--- src/rtl/md_unit.sv ---
`default_nettype none
// ============================================================================
// Module      : md_unit
// Description : Iterative 32-bit multiply/divide unit owning HI/LO.
//               MULT/MULTU use shift-add, DIV/DIVU use restoring division,
//               one bit per cycle. Optional div0 flag: MD_DIV0_FLAG_EN.
// Revision    : 1.0 - initial release
// ============================================================================
module md_unit (
    input  logic        clk,
    input  logic        rst_n,
    input  logic        start,
    input  logic [1:0]  op,
    input  logic [31:0] rs,
    input  logic [31:0] rt,
    input  logic        flush,
    input  logic        hi_we,
    input  logic        lo_we,
    input  logic [31:0] wdata,
    output logic        busy,
    output logic        done,
    output logic [31:0] hi,
    output logic [31:0] lo
`ifdef MD_DIV0_FLAG_EN
    ,
    output logic        div0
`endif
);

    localparam logic [1:0] c_ST_IDLE = 2'd0;
    localparam logic [1:0] c_ST_PREP = 2'd1;
    localparam logic [1:0] c_ST_RUN  = 2'd2;
    localparam logic [1:0] c_ST_FIX  = 2'd3;

    logic [1:0]  r_state;
    logic [1:0]  w_state_nxt;
    logic [4:0]  r_cnt;
    logic [1:0]  r_op;
    logic [31:0] r_a;
    logic [31:0] r_b;
    logic [31:0] r_acc;
    logic [31:0] r_q;
    logic [31:0] r_m;
    logic [31:0] r_hi;
    logic [31:0] r_lo;
    logic        r_done;

    logic        w_start_ok;
    logic        w_a_neg;
    logic        w_b_neg;
    logic [31:0] w_a_abs;
    logic [31:0] w_b_abs;
    logic [32:0] w_sum;
    logic [32:0] w_rsh;
    logic        w_ge;
    logic [31:0] w_rdif;
    logic [63:0] w_prod;
    logic [63:0] w_prod_fix;
    logic [31:0] w_quo_fix;
    logic [31:0] w_rem_fix;

    assign w_start_ok = (r_state == c_ST_IDLE) && start && !flush;

    always_comb begin
        w_state_nxt = r_state;
        case (r_state)
            c_ST_IDLE: if (start && !flush) w_state_nxt = c_ST_PREP;
            c_ST_PREP: w_state_nxt = c_ST_RUN;
            c_ST_RUN:  if (r_cnt == 5'd0) w_state_nxt = c_ST_FIX;
            c_ST_FIX:  w_state_nxt = c_ST_IDLE;
            default:   w_state_nxt = c_ST_IDLE;
        endcase
        if (flush && (r_state != c_ST_IDLE)) w_state_nxt = c_ST_IDLE;
    end

    // Magnitudes; 0x80000000 maps onto itself, which is correct as unsigned.
    assign w_a_neg = r_op[0] && r_a[31];
    assign w_b_neg = r_op[0] && r_b[31];
    assign w_a_abs = w_a_neg ? (32'd0 - r_a) : r_a;
    assign w_b_abs = w_b_neg ? (32'd0 - r_b) : r_b;

    assign w_sum = {1'b0, r_acc} + (r_q[0] ? {1'b0, r_m} : 33'd0);

    // The bit shifted out of R is kept so divisors above 2^31 stay exact.
    assign w_rsh  = {r_acc, r_q[31]};
    assign w_ge   = (w_rsh >= {1'b0, r_m});
    assign w_rdif = w_rsh[31:0] - r_m;

    assign w_prod     = {r_acc, r_q};
    assign w_prod_fix = (r_op[0] && (r_a[31] ^ r_b[31])) ? (64'd0 - w_prod) : w_prod;
    assign w_quo_fix  = (r_op[0] && (r_a[31] ^ r_b[31])) ? (32'd0 - r_q) : r_q;
    assign w_rem_fix  = (r_op[0] && r_a[31]) ? (32'd0 - r_acc) : r_acc;

    always_ff @(posedge clk or negedge rst_n) begin
        if (!rst_n) begin
            r_state <= c_ST_IDLE;
            r_cnt   <= 5'd0;
            r_op    <= 2'd0;
            r_a     <= 32'd0;
            r_b     <= 32'd0;
            r_acc   <= 32'd0;
            r_q     <= 32'd0;
            r_m     <= 32'd0;
            r_hi    <= 32'd0;
            r_lo    <= 32'd0;
            r_done  <= 1'b0;
        end else begin
            r_state <= w_state_nxt;
            r_done  <= 1'b0;
            case (r_state)
                c_ST_IDLE: begin
                    if (hi_we) r_hi <= wdata;
                    if (lo_we) r_lo <= wdata;
                    if (w_start_ok) begin
                        r_op <= op;
                        r_a  <= rs;
                        r_b  <= rt;
                    end
                end
                c_ST_PREP: begin
                    r_cnt <= 5'd31;
                    r_acc <= 32'd0;
                    if (r_op[1]) begin
                        r_q <= w_a_abs;
                        r_m <= w_b_abs;
                    end else begin
                        r_q <= w_b_abs;
                        r_m <= w_a_abs;
                    end
                end
                c_ST_RUN: begin
                    if (r_cnt != 5'd0) r_cnt <= r_cnt - 5'd1;
                    if (r_op[1]) begin
                        r_acc <= w_ge ? w_rdif : w_rsh[31:0];
                        r_q   <= {r_q[30:0], w_ge};
                    end else begin
                        r_acc <= w_sum[32:1];
                        r_q   <= {w_sum[0], r_q[31:1]};
                    end
                end
                c_ST_FIX: begin
                    if (!flush) begin
                        r_done <= 1'b1;
                        if (r_op[1]) begin
                            r_hi <= w_rem_fix;
                            r_lo <= w_quo_fix;
                        end else begin
                            r_hi <= w_prod_fix[63:32];
                            r_lo <= w_prod_fix[31:0];
                        end
                    end
                end
                default: ;
            endcase
        end
    end

`ifdef MD_DIV0_FLAG_EN
    logic r_div0;

    always_ff @(posedge clk or negedge rst_n) begin
        if (!rst_n) begin
            r_div0 <= 1'b0;
        end else if (w_start_ok) begin
            r_div0 <= 1'b0;
        end else if ((r_state == c_ST_FIX) && !flush && r_op[1] && (r_b == 32'd0)) begin
            r_div0 <= 1'b1;
        end
    end

    assign div0 = r_div0;
`endif

    assign busy = (r_state != c_ST_IDLE);
    assign done = r_done;
    assign hi   = r_hi;
    assign lo   = r_lo;

endmodule
`default_nettype wire
--- config.mk ---
export PLATFORM = sky130hd
export DESIGN_NAME = md_unit
export DESIGN_NICKNAME = d
export VERILOG_FILES = /design/src/rtl/md_unit.sv
export SDC_FILE = /design/constraint.sdc
export NUM_CORES = 1
export LEC_CHECK = 0
export CAP_MARGIN = 20
export CORE_ASPECT_RATIO = 0.7
export CORE_UTILIZATION = 35
export CTS_CLUSTER_DIAMETER = 200
export DETAILED_ROUTE_END_ITERATION = 16
export GPL_ROUTABILITY_DRIVEN = 0
export GPL_TIMING_DRIVEN = 0
export HOLD_SLACK_MARGIN = 0.08
export PLACE_DENSITY = 0.51
export SETUP_SLACK_MARGIN = 0.4
export SLEW_MARGIN = 5
export SYNTH_ARGS = -nofsm -noshare
export SYNTH_HDL_FRONTEND = slang
export SYNTH_SLANG_ARGS = --single-unit
--- constraint.sdc ---
create_clock -name clk -period 4.3 [get_ports clk]
set_clock_uncertainty 0.2 [all_clocks]
set_input_delay 0.86 -clock clk [delete_from_list [all_inputs] [get_ports clk]]
set_output_delay 0.86 -clock clk [all_outputs]
set_load 0.02 [all_outputs]
Word level (Yosys, flattened, before mapping). Cells that the tools add are included.

Bits in registers: 234. Input bits: 104. Output and inout bits: 66. Word-level logic and storage cells: 78.

Equal/unequal tests: 9. Multiplexer cells: 29. Add/subtract/negate cells: 8. Order comparisons: 1. Bitwise logic cells: 1. Reduce and logical (&&, ||, !) cells: 19.

Operators with widths (count): 32-bit 2-to-1 mux (16); 32-bit one-hot mux with 2 select lines (4); 1-bit by 32-bit subtractor with 32-bit output, first input constant (4); 64-bit 2-to-1 mux (1); 1-bit by 64-bit subtractor with 64-bit output, first input constant (1); 32-bit by 32-bit adder with 33-bit output (1); 33-bit by 32-bit greater-or-equal comparator with 1-bit output (1); 32-bit subtractor (1); 5-bit one-hot mux with 2 select lines (1); 2-bit != test, second input constant (4); 2-bit one-hot mux with 4 select lines (1); 1-bit logical AND (7); 2-bit 2-to-1 mux (3); 2-bit AND reduction (3); 3-bit AND reduction (2); 2-bit nonzero test (3); 5-bit logical NOT (1); 5-bit 2-to-1 mux (1); 5-bit nonzero test (1); 5-bit by 1-bit subtractor with 5-bit output, second input constant (1); 2-bit equality test, second input constant (2); 3-bit by 1-bit != test with 1-bit output, second input constant (1); 3-bit != test, second input constant (1); 2-bit by 1-bit equality test with 1-bit output, second input constant (1); 4 further kinds (5).

Logic depth before layout (Yosys ltp). Gate-level depths: netlist (run 1).

Depth after elaboration: 6. Mapped depth: 15. Mapped depth without buffers: 14.

Worst setup path before layout (run 1). OpenSTA, ideal clock, no wires.

Path kind: flip-flop to flip-flop. Start point: reg r_q[0]. End point: reg r_acc[27]. Path buffers: 1. Setup time: 122 ps. Arrival: 3242 ps. Required time: 3978 ps. Slack: 737 ps. Stages on the path, launching flop included: 15. Period minus slack after synthesis: 3563 ps. Cell sequence: dfrtp_1 inv_1 clkbuf_1 nor2_1 ha_1 a21o_1 or3_1 o211ai_1 a21boi_1 a31oi_1 o31ai_1 a211oi_1 xor2_1 o21ai_0 a32o_1.

Word-level cells in the longest chain between the ends: 4.

Ends and longest elaborated chain: start: declaration (RTL line 42) `logic [31:0] r_q;`; start signal: assignment (RTL line 124) `r_q <= w_a_abs;`; start signal: assignment (RTL line 127) `r_q <= w_b_abs;`; start signal: assignment (RTL line 135) `r_q <= {r_q[30:0], w_ge};`; 32-bit 2-to-1 mux (RTL line 82) `assign w_sum = {1'b0, r_acc} + (r_q[0] ? {1'b0, r_m} : 33'd0);`; 32-bit by 32-bit adder with 33-bit output (RTL line 82); 32-bit 2-to-1 mux (RTL line 133) `if (r_op[1]) begin`; 32-bit one-hot mux with 2 select lines (RTL line 110) `case (r_state)`; end signal: assignment (RTL line 134) `r_acc <= w_ge ? w_rdif : w_rsh[31:0];`; end signal: assignment (RTL line 137) `r_acc <= w_sum[32:1];`; end: declaration (RTL line 41) `logic [31:0] r_acc;`.

Every way passes these cells. A chain may end at the register's enable or synchronous reset.

Worst setup path in the final report (run 1).
Start point: reg r_acc[5]. End point: reg r_acc[0].

Word-level cells in the longest chain between the ends: 4.

Ends and longest elaborated chain: 33-bit by 32-bit greater-or-equal comparator with 1-bit output (RTL line 86) `assign w_ge = (w_rsh >= {1'b0, r_m});`; 32-bit 2-to-1 mux (RTL line 134); 32-bit 2-to-1 mux (RTL line 133); 32-bit one-hot mux with 2 select lines (RTL line 110).

Every way passes these cells.

==> results of run 1 <==
-- synth_stat cells (5+ instances only) --
| cell type | number |
|---|---|
| a311oi_1 | 8 |
| o31ai_1 | 15 |
| or3_1 | 16 |
| o21a_1 | 14 |
| nor2_1 | 198 |
| mux4_2 | 19 |
| xnor2_1 | 89 |
| nand2b_1 | 19 |
| nand3_1 | 15 |
| clkbuf_1 | 87 |
| o21ai_0 | 174 |
| o221ai_1 | 6 |
| o21ai_1 | 6 |
| and2_1 | 14 |
| a221o_1 | 5 |
| xor2_1 | 84 |
| nor3_1 | 39 |
| a31oi_1 | 21 |
| inv_1 | 74 |
| nor4_1 | 22 |
| mux2i_1 | 49 |
| o41ai_1 | 9 |
| nor2b_1 | 23 |
| buf_1 | 17 |
| and3_1 | 8 |
| dfrtp_1 | 234 |
| o21bai_1 | 8 |
| or4_1 | 11 |
| a21oi_1 | 166 |
| nand2_1 | 180 |
| a21o_1 | 58 |
| o211ai_1 | 12 |
| mux2_2 | 87 |
| ha_1 | 74 |
| a211oi_1 | 40 |
| o22ai_1 | 7 |
| nand4_1 | 14 |
-- kinds of logic (layout without fill, tap and decap cells) --
kind of cell | after synthesis | in the layout | synth area share (%)
other | 0 | 1 | 0
flip-flops | 234 | 234 | 34.1
adder cells (fa/ha/maj) | 76 | 76 | 5.62
AO/OA/AOI/OAI | 583 | 583 | 20.8
AND/OR/NAND/NOR | 580 | 580 | 15.6
buffers and inverters | 184 | 407 | 4.04
XOR/XNOR | 173 | 173 | 8.81
multiplexers | 155 | 155 | 11.0
-- repair_timing --
| item | CTS | global route |
|---|---|---|
| pin swaps | 3 | 6 |
| hold buffers | 0 | 0 |
| resized for setup | 30 | 36 |
| setup buffers | 3 | 6 |
| endpoints found under the setup margin | 37 | 46 |
| hold endpoints to repair | 0 | 0 |
-- per-layer routing --
| metal | vias to the layer above | GRT usage (%) | routed length (µm) | part of all wire [%] |
|---|---|---|---|---|
| met2 | 740 | 36.6 | 26600 | 39 |
| met1 | 7907 | 41.4 | 32800 | 49 |
| met4 | 0 | 6.12 | 1550 | 2.3 |
| met5 | - | 0 | 0 | 0 |
| li1 | 7557 | - | - | - |
| met3 | 81 | 6.46 | 6500 | 9.7 |
-- layout make-up --
| cell class | count | area (µm²) |
|---|---|---|
| buffer | 107 | 452 |
| tap | 655 | 820 |
| sequential | 234 | 5870 |
| timing repair buffer | 180 | 1830 |
| inverter | 77 | 292 |
| multi-input combinational | 1567 | 10800 |
| fill | 4821 | 27400 |
| clock buffer | 38 | 747 |
| clock inverter | 5 | 62.6 |
| antenna | 1 | 2.50 |
-- worst register-to-register path, cell delays in order (launching register included) --
cell and delay, ns:
dfrtp_1 0.57, ha_1 0.47, a21oi_1 0.09, o21ai_0 0.26, a21oi_2 0.14, o31ai_4 0.42, a31oi_2 0.20, o211ai_1 0.47
buf_6 0.22, buf_4 0.22, nand2_1 0.08, a31oi_1 0.24, o22ai_1 0.10
-- worst max-delay path by stage --
stage,to,slack [ns],cells past startpoint,from
after detailed placement,r_acc[27],-0.45,14,r_q[0]
after floorplan,r_acc[27],0.74,14,r_q[0]
final,r_acc[0],0.48,12,r_acc[5]
after CTS,r_acc[25],0.38,12,r_acc[2]
after global placement,r_b[9],-8.39,1,rst_n
after global routing,r_acc[24],0.40,14,r_q[0]
-- sequential cells by signal (all words and copies together) (netlist names) --
signal / count
r_acc: 32
r_m: 32
done: 1
lo: 32
r_b: 32
r_op: 2
hi: 32
r_cnt: 5
r_a: 32
r_state: 2
r_q: 32
-- stage by stage --
stage               std cells  setup TNS [ns]
finish                   2864               0
global route             2863               0
CTS                      2857               0
detailed placement       2811           -5.66
global placement         2809        -1956.84
floorplan                1985               0
-- cell usage in the layout (no fill, tap or decap), types with 9 or more instances in the layout --
cell type        count
clkbuf_16           27
buf_4               10
dfrtp_2             10
a21oi_1            161
or4_1               11
mux4_2              19
xor2_1              84
o21a_1              14
nand4_1             14
nor2_1             198
o41ai_1              9
clkdlybuf4s50_1    168
nor4_1              22
and2_1              14
a21o_1              58
clkbuf_1            85
inv_1               72
nor3_1              38
a31oi_1             18
mux2i_1             49
nand2b_1            19
buf_1               14
nor2b_1             23
o31ai_1             14
mux2_2              87
nand3_1             15
a211oi_1            39
dfrtp_1            224
o21ai_0            173
xnor2_1             89
nand2_1            180
o211ai_1            12
or3_1               16
ha_1                71
-- where the power goes --
group	total, mW	switching [mW]	internal [mW]	leakage, nW
clock	2.23	0.974	1.26	0.387
sequential	4.67	1.40	3.27	2.83
combinational	12.5	7.73	4.81	5.57
total	19.4	10.1	9.34	8.78
==> reports/summary.txt, run 1 <==
YOSYS
----------------------------------------------------------------------------------
Main synth FF type ..................................................      dfrtp_1
Mean instance size in the synthesized netlist .......................     8.66 µm²
Total of warnings raised by yosys ...................................            0
Cell types with the largest area share after synthesis .............. dfrtp_1 (34%), mux2_2 (5.7%), ha_1 (5.4%)
Mapped Nets .........................................................         2165
Post-Synthesis Cell Area ............................................    17200 µm²
Share of synthesized flip-flops with an asynchronous set or reset ...         100%
Share of Yosys cell area claimed by the top area cell type ..........        34.1%
Portion of the post-synthesis area used by sequential elements ......        34.1%
Flip-flop and latch count after synthesis ...........................          234
Gate Count Post-Synth ...............................................         1985
Post-synth EDFFs ....................................................            0
Dominant cell type by area after synthesis ..........................      dfrtp_1
Unique masters post-synth ...........................................           72

LAYOUT
----------------------------------------------------------------------------------
Synthesis-to-finish area growth .....................................        21.2%
Fin util ............................................................        43.2%
Final layout net count ..............................................         2373
Share of final-layout standard cells stronger than drive strength 1 .        9.96%
Final Cell Area .....................................................    20800 µm²

CLOCK TREE
----------------------------------------------------------------------------------
Cts bufs inserted ...................................................           26
Count of H-tree levels built during CTS .............................            1
CTS Buffer Depth ....................................................            3
Later-pin clock latency in the skew report ..........................      0.57 ns
CTS clock-pin slew for the worst setup and hold paths ...............      0.06 ns
Clock Sink Count ....................................................          234
TritonCTS clock tree ................................................         done
CTS Root Buffer Type ................................................    clkbuf_16

CRITICAL PATH
----------------------------------------------------------------------------------
CP delay by family, top ............................................. compound AO/OA/AOI/OAI gates
Slack of the worst reg-to-reg path ..................................      0.48 ns
Critical path arrival ...............................................      4.04 ns
Worst setup path category ........................................... flip-flop to flip-flop
Element type at the critical path end ...............................    flip-flop
Startpoint of the most critical register-to-register path ...........     r_acc[5]
Capture instance of the worst register-to-register path .............     r_acc[0]
Max stage delay on crit path ........................................      0.57 ns
Kind of start point of the critical path ............................    flip-flop
Critical-path maximum fanout ........................................           10
CP cell instances ................................................... ha_1, a21oi_1, o21ai_0, a21oi_2, o31ai_4, a31oi_2, o211ai_1, buf_6, buf_4, nand2_1, a31oi_1, o22ai_1
Worst Path Buf+Inv ..................................................            2
Critical Path Slowest Stage Cell ....................................      dfrtp_1
Data required time at the worst endpoint ............................      4.52 ns
Worst R2R Path Depth ................................................           12

STA
----------------------------------------------------------------------------------
Setup-violating endpoint count in the final report ..................            0
Maximum achievable frequency ........................................      262 MHz
Pin slew with the least headroom to its limit .......................      1.13 ns
Final Worst Setup Slack .............................................     0.482 ns
Final-report max-slew violation count ...............................            0
Period Utilization, post-route ......................................        88.8%
Final critical-path required period .................................      3.82 ns
Hold WS .............................................................    0.0667 ns
Worst-case headroom to the max-slew limit ...........................        24.6%
Setup repair after global routing missed its margin .................        false
Total count of hold-check failures in the final report ..............            0

MIN PATH
----------------------------------------------------------------------------------
Worst min-delay path class .......................................... input pin to async pin

DIE
----------------------------------------------------------------------------------
Initial core utilization ............................................        35.7%
IO Count ............................................................          170
Core Box Area .......................................................    48200 µm²
Row count ...........................................................           67
Die area ............................................................    50000 µm²
X dimension of the die ..............................................       267 µm
Overall die height ..................................................       187 µm

PLACE
----------------------------------------------------------------------------------
Post-Place Worst Slack ..............................................    -0.447 ns
Standard cell area after detailed placement .........................    19800 µm²
Count of input and output buffers ...................................          169
Post-detailed-placement half-perimeter wirelength ...................     53500 µm

GRT
----------------------------------------------------------------------------------
Antenna violations before repair ....................................            0
Maximum number of pins on one net before global-route repair ........           84
Total congestion overflow after global routing ......................            0
Via count of the first global-routing pass ..........................        15600
Total track usage ...................................................        26.7%
Global-route wire length before repair ..............................    100000 µm

RUN
----------------------------------------------------------------------------------
Maximum capacitance violations ......................................            0

DETAILED ROUTING
----------------------------------------------------------------------------------
Antenna viol nets, final ............................................            0
Average detailed-routed wire length per instance ....................      23.5 µm
Wire length after detailed routing ..................................     67400 µm
Via count ...........................................................        16300
Number of remaining DRC errors ......................................            0
Violation count after the first detailed-routing iteration ..........         1984
Post-DR vias/cell ...................................................         5.69
Detailed-router iteration count before antenna repair ...............            5

POWER
----------------------------------------------------------------------------------
Static leakage ......................................................      8.78 nW
Maximum resistive drop on vdd .......................................       318 µV
Overall power of the completed layout ...............................      19.4 mW
Power density over the cells ........................................   933 nW/µm²

STATUS
----------------------------------------------------------------------------------
Result of the run ................................................... complete, no violations

(Power assumes the default switching activity.)
==> inputs of run 2 (changes only) <==
Settings changed: RECOVER_POWER from default to 50.
Clock period 4.3 ns to 4.2 ns, I/O delays scaled along.
==> run 2 against run 1 <==
The run now ends with capacitance limit, slew limit left. First-iteration DRC count decreased by 9.7%. Final area increased by 1.0%. Clock power increased by 3%. Non-clock buffer count increased by 12. Worst setup slack improved by 0.021 ns. Cell count increased by 0.38%. Combinational power increased by 4%. Highest routed layer unchanged.
==> reports/summary.txt, run 2 (same netlist as run 1, synthesis figures left out) <==
DIE
----------------------------------------------------------------------------------
Overall die height ..................................................       187 µm
X dimension of the die ..............................................       267 µm
Core Box Area .......................................................    48200 µm²
IO Count ............................................................          170
Die area ............................................................    50000 µm²
Row count ...........................................................           67
Initial core utilization ............................................        35.7%

CRITICAL PATH
----------------------------------------------------------------------------------
Kind of start point of the critical path ............................    flip-flop
Worst Path Buf+Inv ..................................................            2
Critical-path maximum fanout ........................................           10
Startpoint of the most critical register-to-register path ...........       r_q[0]
CP delay by family, top ............................................. compound AO/OA/AOI/OAI gates
Critical path arrival ...............................................      3.96 ns
Capture instance of the worst register-to-register path .............    r_acc[30]
Worst setup path category ........................................... flip-flop to flip-flop
CP cell instances ................................................... inv_4, buf_6, nor2_1, ha_1, a211oi_1, nor2_1, o41a_1, a32o_1, a211o_1, a21o_1, a31oi_2, xor2_1, o221ai_1, a31o_2
Launch point of the critical path ...................................       r_q[0]
Slack of the worst reg-to-reg path ..................................      0.50 ns
Top cell by count, worst path .......................................       nor2_1
Worst R2R Path Depth ................................................           14
Data required time at the worst endpoint ............................      4.46 ns
Critical Path Slowest Stage Cell ....................................      dfrtp_2
Max stage delay on crit path ........................................      0.45 ns
Element type at the critical path end ...............................    flip-flop

DETAILED ROUTING
----------------------------------------------------------------------------------
Average detailed-routed wire length per instance ....................      23.5 µm
Detailed-router iteration count before antenna repair ...............            5
Post-DR vias/cell ...................................................         5.69
Via count ...........................................................        16400
Number of remaining DRC errors ......................................            0
Wire length after detailed routing ..................................     67700 µm
Violation count after the first detailed-routing iteration ..........         1792
Antenna viol nets, final ............................................            0

MIN PATH
----------------------------------------------------------------------------------
Sink of the worst hold path .........................................        lo[1]
Worst hold path depth ...............................................            2
Startpoint of the most critical hold path ...........................        lo[1]
Worst min-delay path class .......................................... flip-flop to flip-flop

CLOCK TREE
----------------------------------------------------------------------------------
Cts bufs inserted ...................................................           26
Later-pin clock latency in the skew report ..........................      0.57 ns
Count of H-tree levels built during CTS .............................            1
CTS clock-pin slew for the worst setup and hold paths ...............      0.07 ns
CTS Root Buffer Type ................................................    clkbuf_16
TritonCTS clock tree ................................................         done
Clock Sink Count ....................................................          234
CTS Buffer Depth ....................................................            3

STA
----------------------------------------------------------------------------------
Setup_tns ...........................................................         0 ns
Total count of hold-check failures in the final report ..............            0
Final critical-path required period .................................      3.70 ns
Worst-case headroom to the max-slew limit ...........................       -40.6%
Setup repair after global routing missed its margin .................         true
Maximum achievable frequency ........................................      270 MHz
Period Utilization, post-route ......................................        88.0%
Final-report max-slew violation count ...............................           73
Setup-violating endpoint count in the final report ..................            0
Pin slew with the least headroom to its limit .......................      2.11 ns

POWER
----------------------------------------------------------------------------------
Maximum resistive drop on vdd .......................................       329 µV
Power density over the cells ........................................   952 nW/µm²
Static leakage ......................................................      8.88 nW

GRT
----------------------------------------------------------------------------------
Total congestion overflow after global routing ......................            0
Antenna violations before repair ....................................            0
Maximum number of pins on one net before global-route repair ........           84
Global-route wire length before repair ..............................    101000 µm
Via count of the first global-routing pass ..........................        15600
Total track usage ...................................................        26.7%

LAYOUT
----------------------------------------------------------------------------------
Leading cell types in the layout, fill and taps excluded ............ dfrtp_1 (222), nor2_1 (196), nand2_1 (180)
Most common cell after layout, fill and taps aside ..................      dfrtp_1
Synthesis-to-finish area growth .....................................        22.5%
Share of final-layout standard cells stronger than drive strength 1 .        11.2%
Final layout net count ..............................................         2385
Fill cell total of the finished layout ..............................         4808
Antenna Diode Count .................................................            0
Fin util ............................................................        43.7%

PLACE
----------------------------------------------------------------------------------
Count of input and output buffers ...................................          169
Post-detailed-placement half-perimeter wirelength ...................     53500 µm

STATUS
----------------------------------------------------------------------------------
Violations in the final reports ..................................... capacitance limit, slew limit
Result of the run ................................................... complete, but fails checks

RUN
----------------------------------------------------------------------------------
Maximum capacitance violations ......................................            1

-- run 2: report_power, final --
| group | switching, mW | total, mW | internal, mW |
|---|---|---|---|
| sequential | 1.43 | 4.78 | 3.35 |
| clock | 1.00 | 2.29 | 1.29 |
| combinational | 7.97 | 13.0 | 5.01 |
-- run 2: timing repair --
action | CTS | global route
buffers inserted | 3 | 17
hold buffers | 1 | 0
setup endpoints to repair | 43 | 64
resized for setup | 39 | 58
pin swaps | 3 | 14
endpoints found under the hold margin | 21 | 0
-- run 2: area by class of cell --
class	count	area, µm²	share of cell area [%]
inverter	77	292	1.38
clock inverter	5	62.6	0.297
buffer	107	463	2.20
clock buffer	38	747	3.55
tap	655	820	3.89
timing repair buffer	192	1910	9.09
sequential	234	5870	27.9
multi-input combinational	1567	10900	51.7
-- run 2: worst max-delay path by stage --
stage,to,cells past startpoint,slack [ns]
after floorplan,r_acc[27],14,0.64
after global placement,r_b[9],1,-8.47
after detailed placement,r_acc[27],14,-0.55
after CTS,r_acc[27],14,0.37
after global routing,r_acc[25],15,0.37
final,r_acc[30],14,0.50
-- run 2: worst min-delay path, stage by stage (launching register included) --
cell	delay, ns
dfrtp_1	0.34
nand2_1	0.04
o21ai_0	0.06
-- run 2: metal layers --
layer,vias to the layer above,track usage [%],part of all wire [%]
met4,0,6.21,2.3
met1,7932,41.4,48
li1,7594,-,-
met3,85,6.49,9.8
met2,753,36.6,40
met5,-,0,0
-- run 2: metrics by stage --
step | setup WS, ns | cells | hold WS (ns) | instance area (µm²) | total power [mW]
2_1_floorplan | 0.637 | 1985 | 0.237 | 17200 | 12.5
3_3_place_gp | -8.47 | 2809 | 0.261 | 19700 | 16.9
3_5_place_dp | -0.547 | 2811 | 0.269 | 19800 | 17.1
4_1_cts | 0.368 | 2858 | 0.283 | 20800 | 19.6
5_1_grt | 0.368 | 2875 | 0.280 | 21100 | 21.4
6_report | 0.502 | 2875 | 0.271 | 21100 | 20.1
